--- config.mk ---
export PLATFORM = sky130hd
export DESIGN_NAME = lsu_mem_initiator_flat
export DESIGN_NICKNAME = d
export VERILOG_FILES = /design/src/rtl/lsu_mem_initiator_pkg.sv /design/src/rtl/lsu_mem_initiator_if.sv /design/src/rtl/lsu_mem_initiator_data_align.sv /design/src/rtl/lsu_mem_initiator.sv /design/src/flat_wrapper.sv
export SDC_FILE = /design/constraint.sdc
export NUM_CORES = 1
export LEC_CHECK = 0
export ABC_AREA = 1
export BUFFER_PORTS_ARGS = -buffer_cell sky130_fd_sc_hd__buf_2
export CAP_MARGIN = 5
export CORE_AREA = 2 2 96 135
export DETAILED_ROUTE_END_ITERATION = 10
export DIE_AREA = 0 0 98 137
export PLACE_DENSITY = 0.8
export SLEW_MARGIN = 5
export SYNTH_ARGS = -nofsm -noshare
export SYNTH_HDL_FRONTEND = slang
export SYNTH_SLANG_ARGS = --single-unit
--- constraint.sdc ---
create_clock -name clk -period 4.8 [get_ports clk]
set_clock_uncertainty 0.1 [all_clocks]
set_input_delay 0.96 -clock clk [delete_from_list [all_inputs] [get_ports clk]]
set_output_delay 0.96 -clock clk [all_outputs]
set_load 0.05 [all_outputs]
--- src/rtl/lsu_mem_initiator_pkg.sv ---
// Shared types and constants for the LSU memory initiator.
package lsu_pkg;

  typedef enum logic [1:0] {
    IDLE    = 2'd0,
    RD_WAIT = 2'd1,
    WR_WAIT = 2'd2,
    RESP    = 2'd3
  } lsu_state_e;

  localparam logic [1:0] SZ_B      = 2'd0;
  localparam logic [1:0] SZ_H      = 2'd1;
  localparam logic [1:0] SZ_W      = 2'd2;
  localparam logic [1:0] RESP_OKAY = 2'b00;

  // Size code 3 is treated as a word access.
  function automatic logic is_misaligned(input logic [1:0] off, input logic [1:0] size);
    logic r;
    r = 1'b0;
    if (size == SZ_H)
      r = off[0];
    else if (size[1])
      r = (off != 2'b00);
    return r;
  endfunction

endpackage

--- src/rtl/lsu_mem_initiator_if.sv ---
// Core-side request/response bus and SRAM-side ren/wen bus of the LSU initiator.
interface lsu_core_if #(
  parameter int ADDR_WIDTH = 32,
  parameter int DATA_WIDTH = 32
);
  logic                  req_valid;
  logic                  req_ready;
  logic                  req_wen;
  logic [ADDR_WIDTH-1:0] req_addr;
  logic [DATA_WIDTH-1:0] req_wdata;
  logic [1:0]            req_size;
  logic                  req_unsigned;
  logic                  resp_valid;
  logic [DATA_WIDTH-1:0] resp_rdata;
  logic                  resp_err;

  modport master (
    output req_valid, req_wen, req_addr, req_wdata, req_size, req_unsigned,
    input  req_ready, resp_valid, resp_rdata, resp_err
  );

  modport slave (
    input  req_valid, req_wen, req_addr, req_wdata, req_size, req_unsigned,
    output req_ready, resp_valid, resp_rdata, resp_err
  );
endinterface

interface lsu_mem_if #(
  parameter int ADDR_WIDTH = 32,
  parameter int DATA_WIDTH = 32
);
  logic [ADDR_WIDTH-1:0]   araddr;
  logic                    ren;
  logic [DATA_WIDTH-1:0]   rdata;
  logic [1:0]              rresp;
  logic                    rvalid;
  logic [ADDR_WIDTH-1:0]   awaddr;
  logic [DATA_WIDTH-1:0]   wdata;
  logic                    wen;
  logic [DATA_WIDTH/8-1:0] wstrb;
  logic [1:0]              bresp;
  logic                    bvalid;

  modport master (
    output araddr, ren, awaddr, wdata, wen, wstrb,
    input  rdata, rresp, rvalid, bresp, bvalid
  );

  modport slave (
    input  araddr, ren, awaddr, wdata, wen, wstrb,
    output rdata, rresp, rvalid, bresp, bvalid
  );
endinterface

--- src/rtl/lsu_mem_initiator_data_align.sv ---
// Byte-lane alignment: store strobe/data shift and load lane extract + extend.
module lsu_data_align
  import lsu_pkg::*;
#(
  parameter int DATA_WIDTH = 32
) (
  input  logic [1:0]              i_off,
  input  logic [1:0]              i_size,
  input  logic                    i_unsigned,
  input  logic [DATA_WIDTH-1:0]   i_wdata,
  input  logic [DATA_WIDTH-1:0]   i_rdata,
  output logic [DATA_WIDTH/8-1:0] o_wstrb,
  output logic [DATA_WIDTH-1:0]   o_wdata,
  output logic [DATA_WIDTH-1:0]   o_rdata
);
  logic [DATA_WIDTH/8-1:0] w_mask;
  logic [DATA_WIDTH-1:0]   w_lane;
  logic [4:0]              w_shamt;

  assign w_shamt = {i_off, 3'b000};

  always_comb begin
    w_mask = '1;
    if (i_size == SZ_B)      w_mask = 4'b0001;
    else if (i_size == SZ_H) w_mask = 4'b0011;
  end

  // Lanes shifted past byte 3 fall off the top: misaligned accesses truncate.
  assign o_wstrb = w_mask << i_off;
  assign o_wdata = i_wdata << w_shamt;
  assign w_lane  = i_rdata >> w_shamt;

  always_comb begin
    o_rdata = w_lane;
    if (i_size == SZ_B)
      o_rdata = {{(DATA_WIDTH-8){~i_unsigned & w_lane[7]}}, w_lane[7:0]};
    else if (i_size == SZ_H)
      o_rdata = {{(DATA_WIDTH-16){~i_unsigned & w_lane[15]}}, w_lane[15:0]};
  end
endmodule

--- src/rtl/lsu_mem_initiator.sv ---
// LSU initiator for the ren/wen SRAM handshake: one outstanding load/store.
// Optional build macro LSU_MISALIGN_CHECK_EN rejects misaligned half/word accesses.
module lsu_mem_initiator
  import lsu_pkg::*;
#(
  parameter int ADDR_WIDTH = 32,
  parameter int DATA_WIDTH = 32
) (
  input  logic      clk,
  input  logic      rst,
  lsu_core_if.slave core,
  lsu_mem_if.master mem
);
  lsu_state_e r_state, w_next;

  logic                    r_wen;
  logic [ADDR_WIDTH-1:0]   r_addr;
  logic [DATA_WIDTH-1:0]   r_wdata;
  logic [1:0]              r_size;
  logic                    r_unsigned;
  logic [DATA_WIDTH-1:0]   r_resp_rdata;
  logic                    r_resp_err;

  logic                    w_accept, w_misalign;
  logic                    w_ren, w_wen, w_req_ready, w_resp_valid;
  logic [DATA_WIDTH/8-1:0] w_wstrb;
  logic [DATA_WIDTH-1:0]   w_wdata, w_ld_data;

`ifdef LSU_MISALIGN_CHECK_EN
  assign w_misalign = is_misaligned(core.req_addr[1:0], core.req_size);
`else
  assign w_misalign = 1'b0;
`endif

  assign w_accept = core.req_valid && (r_state == IDLE);

  always_ff @(posedge clk or posedge rst) begin
    if (rst) r_state <= IDLE;
    else     r_state <= w_next;
  end

  always_comb begin
    w_next       = r_state;
    w_ren        = 1'b0;
    w_wen        = 1'b0;
    w_req_ready  = 1'b0;
    w_resp_valid = 1'b0;
    case (r_state)
      IDLE: begin
        w_req_ready = 1'b1;
        if (w_accept) begin
          if (w_misalign)        w_next = RESP;
          else if (core.req_wen) w_next = WR_WAIT;
          else                   w_next = RD_WAIT;
        end
      end
      RD_WAIT: begin
        w_ren = 1'b1;
        if (mem.rvalid) w_next = RESP;
      end
      WR_WAIT: begin
        w_wen = 1'b1;
        if (mem.bvalid) w_next = RESP;
      end
      // Gap cycle so the responder can drop a valid before the next request.
      RESP: begin
        w_resp_valid = 1'b1;
        w_next       = IDLE;
      end
      default: w_next = IDLE;
    endcase
  end

  always_ff @(posedge clk or posedge rst) begin
    if (rst) begin
      r_wen        <= 1'b0;
      r_addr       <= '0;
      r_wdata      <= '0;
      r_size       <= SZ_B;
      r_unsigned   <= 1'b0;
      r_resp_rdata <= '0;
      r_resp_err   <= 1'b0;
    end else begin
      if (w_accept) begin
        r_wen      <= core.req_wen;
        r_addr     <= core.req_addr;
        r_wdata    <= core.req_wdata;
        r_size     <= core.req_size;
        r_unsigned <= core.req_unsigned;
        if (w_misalign) begin
          r_resp_rdata <= '0;
          r_resp_err   <= 1'b1;
        end
      end
      if (r_state == RD_WAIT && mem.rvalid) begin
        r_resp_rdata <= w_ld_data;
        r_resp_err   <= (mem.rresp != RESP_OKAY);
      end
      if (r_state == WR_WAIT && mem.bvalid) begin
        r_resp_rdata <= '0;
        r_resp_err   <= (mem.bresp != RESP_OKAY);
      end
    end
  end

  lsu_data_align #(.DATA_WIDTH(DATA_WIDTH)) u_align (
    .i_off      (r_addr[1:0]),
    .i_size     (r_size),
    .i_unsigned (r_unsigned),
    .i_wdata    (r_wdata),
    .i_rdata    (mem.rdata),
    .o_wstrb    (w_wstrb),
    .o_wdata    (w_wdata),
    .o_rdata    (w_ld_data)
  );

  // Memory-side outputs come only from registers, so they hold steady during a wait.
  assign mem.araddr = {r_addr[ADDR_WIDTH-1:2], 2'b00};
  assign mem.awaddr = {r_addr[ADDR_WIDTH-1:2], 2'b00};
  assign mem.wdata  = w_wdata;
  assign mem.wstrb  = r_wen ? w_wstrb : '0;
  assign mem.ren    = w_ren;
  assign mem.wen    = w_wen;

  assign core.req_ready  = w_req_ready;
  assign core.resp_valid = w_resp_valid;
  assign core.resp_rdata = r_resp_rdata;
  assign core.resp_err   = r_resp_err;
endmodule

--- src/flat_wrapper.sv ---
// flat-port wrapper written by rule: the top's interface ports become plain ports
module lsu_mem_initiator_flat import lsu_pkg::*;
#(
  parameter int ADDR_WIDTH = 32,
  parameter int DATA_WIDTH = 32
)
  (clk, rst, core_req_valid, core_req_wen, core_req_addr, core_req_wdata, core_req_size, core_req_unsigned, core_req_ready, core_resp_valid, core_resp_rdata, core_resp_err, mem_araddr, mem_ren, mem_awaddr, mem_wdata, mem_wen, mem_wstrb, mem_rdata, mem_rresp, mem_rvalid, mem_bresp, mem_bvalid);
  lsu_core_if #(.ADDR_WIDTH(ADDR_WIDTH), .DATA_WIDTH(DATA_WIDTH)) core_i ();
  lsu_mem_if #(.ADDR_WIDTH(ADDR_WIDTH), .DATA_WIDTH(DATA_WIDTH)) mem_i ();
  input  logic clk;
  input  logic rst;
  input wire logic [$bits(core_i.req_valid)-1:0] core_req_valid;
  input wire logic [$bits(core_i.req_wen)-1:0] core_req_wen;
  input wire logic [$bits(core_i.req_addr)-1:0] core_req_addr;
  input wire logic [$bits(core_i.req_wdata)-1:0] core_req_wdata;
  input wire logic [$bits(core_i.req_size)-1:0] core_req_size;
  input wire logic [$bits(core_i.req_unsigned)-1:0] core_req_unsigned;
  output wire logic [$bits(core_i.req_ready)-1:0] core_req_ready;
  output wire logic [$bits(core_i.resp_valid)-1:0] core_resp_valid;
  output wire logic [$bits(core_i.resp_rdata)-1:0] core_resp_rdata;
  output wire logic [$bits(core_i.resp_err)-1:0] core_resp_err;
  output wire logic [$bits(mem_i.araddr)-1:0] mem_araddr;
  output wire logic [$bits(mem_i.ren)-1:0] mem_ren;
  output wire logic [$bits(mem_i.awaddr)-1:0] mem_awaddr;
  output wire logic [$bits(mem_i.wdata)-1:0] mem_wdata;
  output wire logic [$bits(mem_i.wen)-1:0] mem_wen;
  output wire logic [$bits(mem_i.wstrb)-1:0] mem_wstrb;
  input wire logic [$bits(mem_i.rdata)-1:0] mem_rdata;
  input wire logic [$bits(mem_i.rresp)-1:0] mem_rresp;
  input wire logic [$bits(mem_i.rvalid)-1:0] mem_rvalid;
  input wire logic [$bits(mem_i.bresp)-1:0] mem_bresp;
  input wire logic [$bits(mem_i.bvalid)-1:0] mem_bvalid;
  assign core_i.req_valid = core_req_valid;
  assign core_i.req_wen = core_req_wen;
  assign core_i.req_addr = core_req_addr;
  assign core_i.req_wdata = core_req_wdata;
  assign core_i.req_size = core_req_size;
  assign core_i.req_unsigned = core_req_unsigned;
  assign core_req_ready = core_i.req_ready;
  assign core_resp_valid = core_i.resp_valid;
  assign core_resp_rdata = core_i.resp_rdata;
  assign core_resp_err = core_i.resp_err;
  assign mem_araddr = mem_i.araddr;
  assign mem_ren = mem_i.ren;
  assign mem_awaddr = mem_i.awaddr;
  assign mem_wdata = mem_i.wdata;
  assign mem_wen = mem_i.wen;
  assign mem_wstrb = mem_i.wstrb;
  assign mem_i.rdata = mem_rdata;
  assign mem_i.rresp = mem_rresp;
  assign mem_i.rvalid = mem_rvalid;
  assign mem_i.bresp = mem_bresp;
  assign mem_i.bvalid = mem_bvalid;
  lsu_mem_initiator #(.ADDR_WIDTH(ADDR_WIDTH), .DATA_WIDTH(DATA_WIDTH)) u_core (.clk(clk), .rst(rst), .core(core_i), .mem(mem_i));
endmodule
==> summary.txt <==
Synthesis
  – Yosys warnings: 0
  – Area share of the largest cell type after synthesis: 44.1%
  – Commonest cells in the netlist: nand2_1, dfrtp_1, nor2_1
  – Cell with the most instances after synthesis: nand2_1
  – Prevailing post-synth register cell: dfrtp_1
  – Cell taking the most area after synthesis: dfrtp_1
  – Synthesized flop and latch total: 103
  – Synthesized area per cell: 8.82 um^2
  – Seq/Total Area, Yosys: 44.1%
  – Syn Std Cell Area: 5850 um^2
  – Ys async rst share: 100%
  – Post-synth EDFFs: 0
  – Leading post-synthesis cells by cell area: dfrtp_1, mux2_2, buf_4
  – Synth Instances: 663
  – Post-synth cell types: 31

Floorplan
  – Initial Utilization: 48.0%
  – DIE WIDTH: 98 um
  – Core area: 12200 um^2
  – Std-Cell Rows: 48
  – IO Pins: 246
  – Die area: 13400 um^2
  – Die H: 137 um

STA
  – Final hold violations: 0
  – Pins Over Slew Limit: 0
  – RSZ-0062 raised after global routing: no
  – Final Cycle Share: 72.4%
  – Slew HR: 34.9%
  – Peak Freq: 0.288 GHz
  – Slew @ Worst Pin: 0.976 ns
  – Hold WS: 0.374 ns
  – Final WS setup: 1.33 ns
  – Min Clock Period, post-route: 3.47 ns
  – # setup viols final: 0
  – Setup TNS Final: 0 ns

Critical path
  – CP Launch Type: flip-flop
  – R2R depth: 7
  – Crit-path max FO: 54
  – Reg-to-reg slack, setup: 2.02 ns
  – Setup crit end kind: primary output
  – CP Class: reg2out
  – FF-to-FF End: u_core.core.resp_rdata[12]
  – Req. time, crit path: 3.74 ns
  – WP data arrival: 2.41 ns
  – Reg-to-Reg Start: u_core.r_addr[0]

Detailed routing
  – Vias per cell: 5.03
  – # DRC: 0
  – DR vias: 4901
  – DRT iter0 DRCs: 265
  – TritonRoute pass-1 iters: 5
  – Drt wl/cell: 15.5 um
  – Final wirelength: 15100 um
  – ANT nets after route: 0

Clocking
  – Post-CTS sizing: 0
  – Clock transition at path regs: 0.07 ns
  – Setup Buffers After CTS: 0
  – Clock latency on the worst-skew pair: 0.34 ns
  – CTS Buf Count: 9
  – Root buffer cell: clkbuf_16
  – H-tree levels: 3
  – Post-cts hold buffer count: 0
  – Clock tree buffer depth: 2
  – CTS tree: done
  – TritonCTS Sinks: 103

GRT
  – Antenna violations before repair: 1
  – Largest net degree at the start of global routing: 82
  – Vias in the first global route: 4594
  – Total gr overflow: 0
  – GRT Overall Usage: 22.1%
  – First-pass GRT wire length: 23300 um

Run status
  – Status: complete, no violations

Placement
  – DP Cell Count: 957
  – Worst slack, placed: 1.73 ns
  – I/O Buffers: 241
  – Hpwl dp: 11100 um
  – Routability Congestion: 0.918

Hold path
  – Hold Crit Depth: 2
  – Hold Path End: u_core.core.resp_rdata[1]
  – Min-delay src: u_core.core.resp_rdata[1]
  – Worst hold path class: reg2reg

Cells and area
  – Syn-to-layout area delta: 17.7%
  – Layout cells sized above 1: 42.3%
  – Layout Cells excl Fill: 974
  – Nets: 932

Job
  – Max cap viols: 0
-- how the worst max path moves through the flow --
stage | cells past startpoint | from | endpoint | slack, ns
final | 5 | u_core.r_addr[1] | mem_wdata[22] | 1.33
after CTS | 5 | u_core.r_addr[1] | mem_wdata[22] | 1.34
after global routing | 5 | u_core.r_addr[1] | mem_wdata[23] | 1.13
after global placement | 5 | u_core.r_addr[1] | mem_wdata[22] | 1.80
after detailed placement | 5 | u_core.r_addr[1] | mem_wdata[22] | 1.73
after floorplan | 1 | rst | u_core.core.resp_err | 1.04
-- state kept, by name, summed over array words and instances (netlist names) --
register / cells
u_core.r_addr: 32
u_core.r_unsigned: 1
u_core.core.resp_rdata: 32
u_core.r_state: 2
u_core.r_wdata: 32
u_core.r_wen: 1
u_core.core.resp_err: 1
u_core.r_size: 2
-- critical path: stages, from the launching register on --
cell and delay, ns:
dfrtp_2 0.96, inv_4 0.32, nor2_4 0.18, inv_1 0.14, o32ai_1 0.14, buf_2 0.31
-- layout make-up --
class                   count  area (um^2)
multi-input cells         411         2390
inverters                  51          201
diodes                      1         2.50
flip-flops and latches    103         2580
fillers                  1148         5300
well taps                 150          188
clock buffers              10          239
repair buffers            242         1210
clock inverters             6         73.8
-- per-layer routing --
layer,track usage (%),wire length [um],up-vias
met5,0,0,-
met4,9.18,433,0
met3,4.70,1250,25
met2,39.0,7740,239
met1,25.9,5720,2251
li1,-,-,2386
-- cells by family (layout without fill, tap and decap cells) --
group / after synthesis / after routing / share of synthesized area, %
AND/OR/NAND/NOR: 236 / 236 / 16.4
other: 1 / 5 / 0.0641
flip-flops: 103 / 103 / 44.1
multiplexers: 55 / 55 / 10.6
adder cells (fa/ha/maj): 5 / 5 / 1.07
buffers and inverters: 152 / 309 / 15.4
AO/OA/AOI/OAI: 111 / 111 / 12.4
-- metrics by stage --
stage,utilization [%],area [um^2]
detailed placement,53.9,6570
CTS,56.5,6890
finish,56.5,6890
floorplan,-,5860
global route,56.5,6890
global placement,53.9,6570
-- placed cells by master (no fill, tap or decap), types with 5 or more instances in the layout --
cell | synthesis | routed
a21oi_1 | 29 | 29
a22oi_1 | 8 | 8
buf_2 | 19 | 241
clkbuf_16 | 0 | 9
dfrtp_1 | 103 | 101
ha_1 | 5 | 5
inv_1 | 46 | 45
mux2_2 | 55 | 55
nand2_1 | 129 | 128
nand3_1 | 25 | 25
nor2_1 | 73 | 73
o21ai_0 | 43 | 43
o21bai_2 | 16 | 16
o32ai_1 | 8 | 8
Power is left out: the tool's default activity adds up to more than one toggle a clock period on the data nets, which glitch-free logic cannot reach.
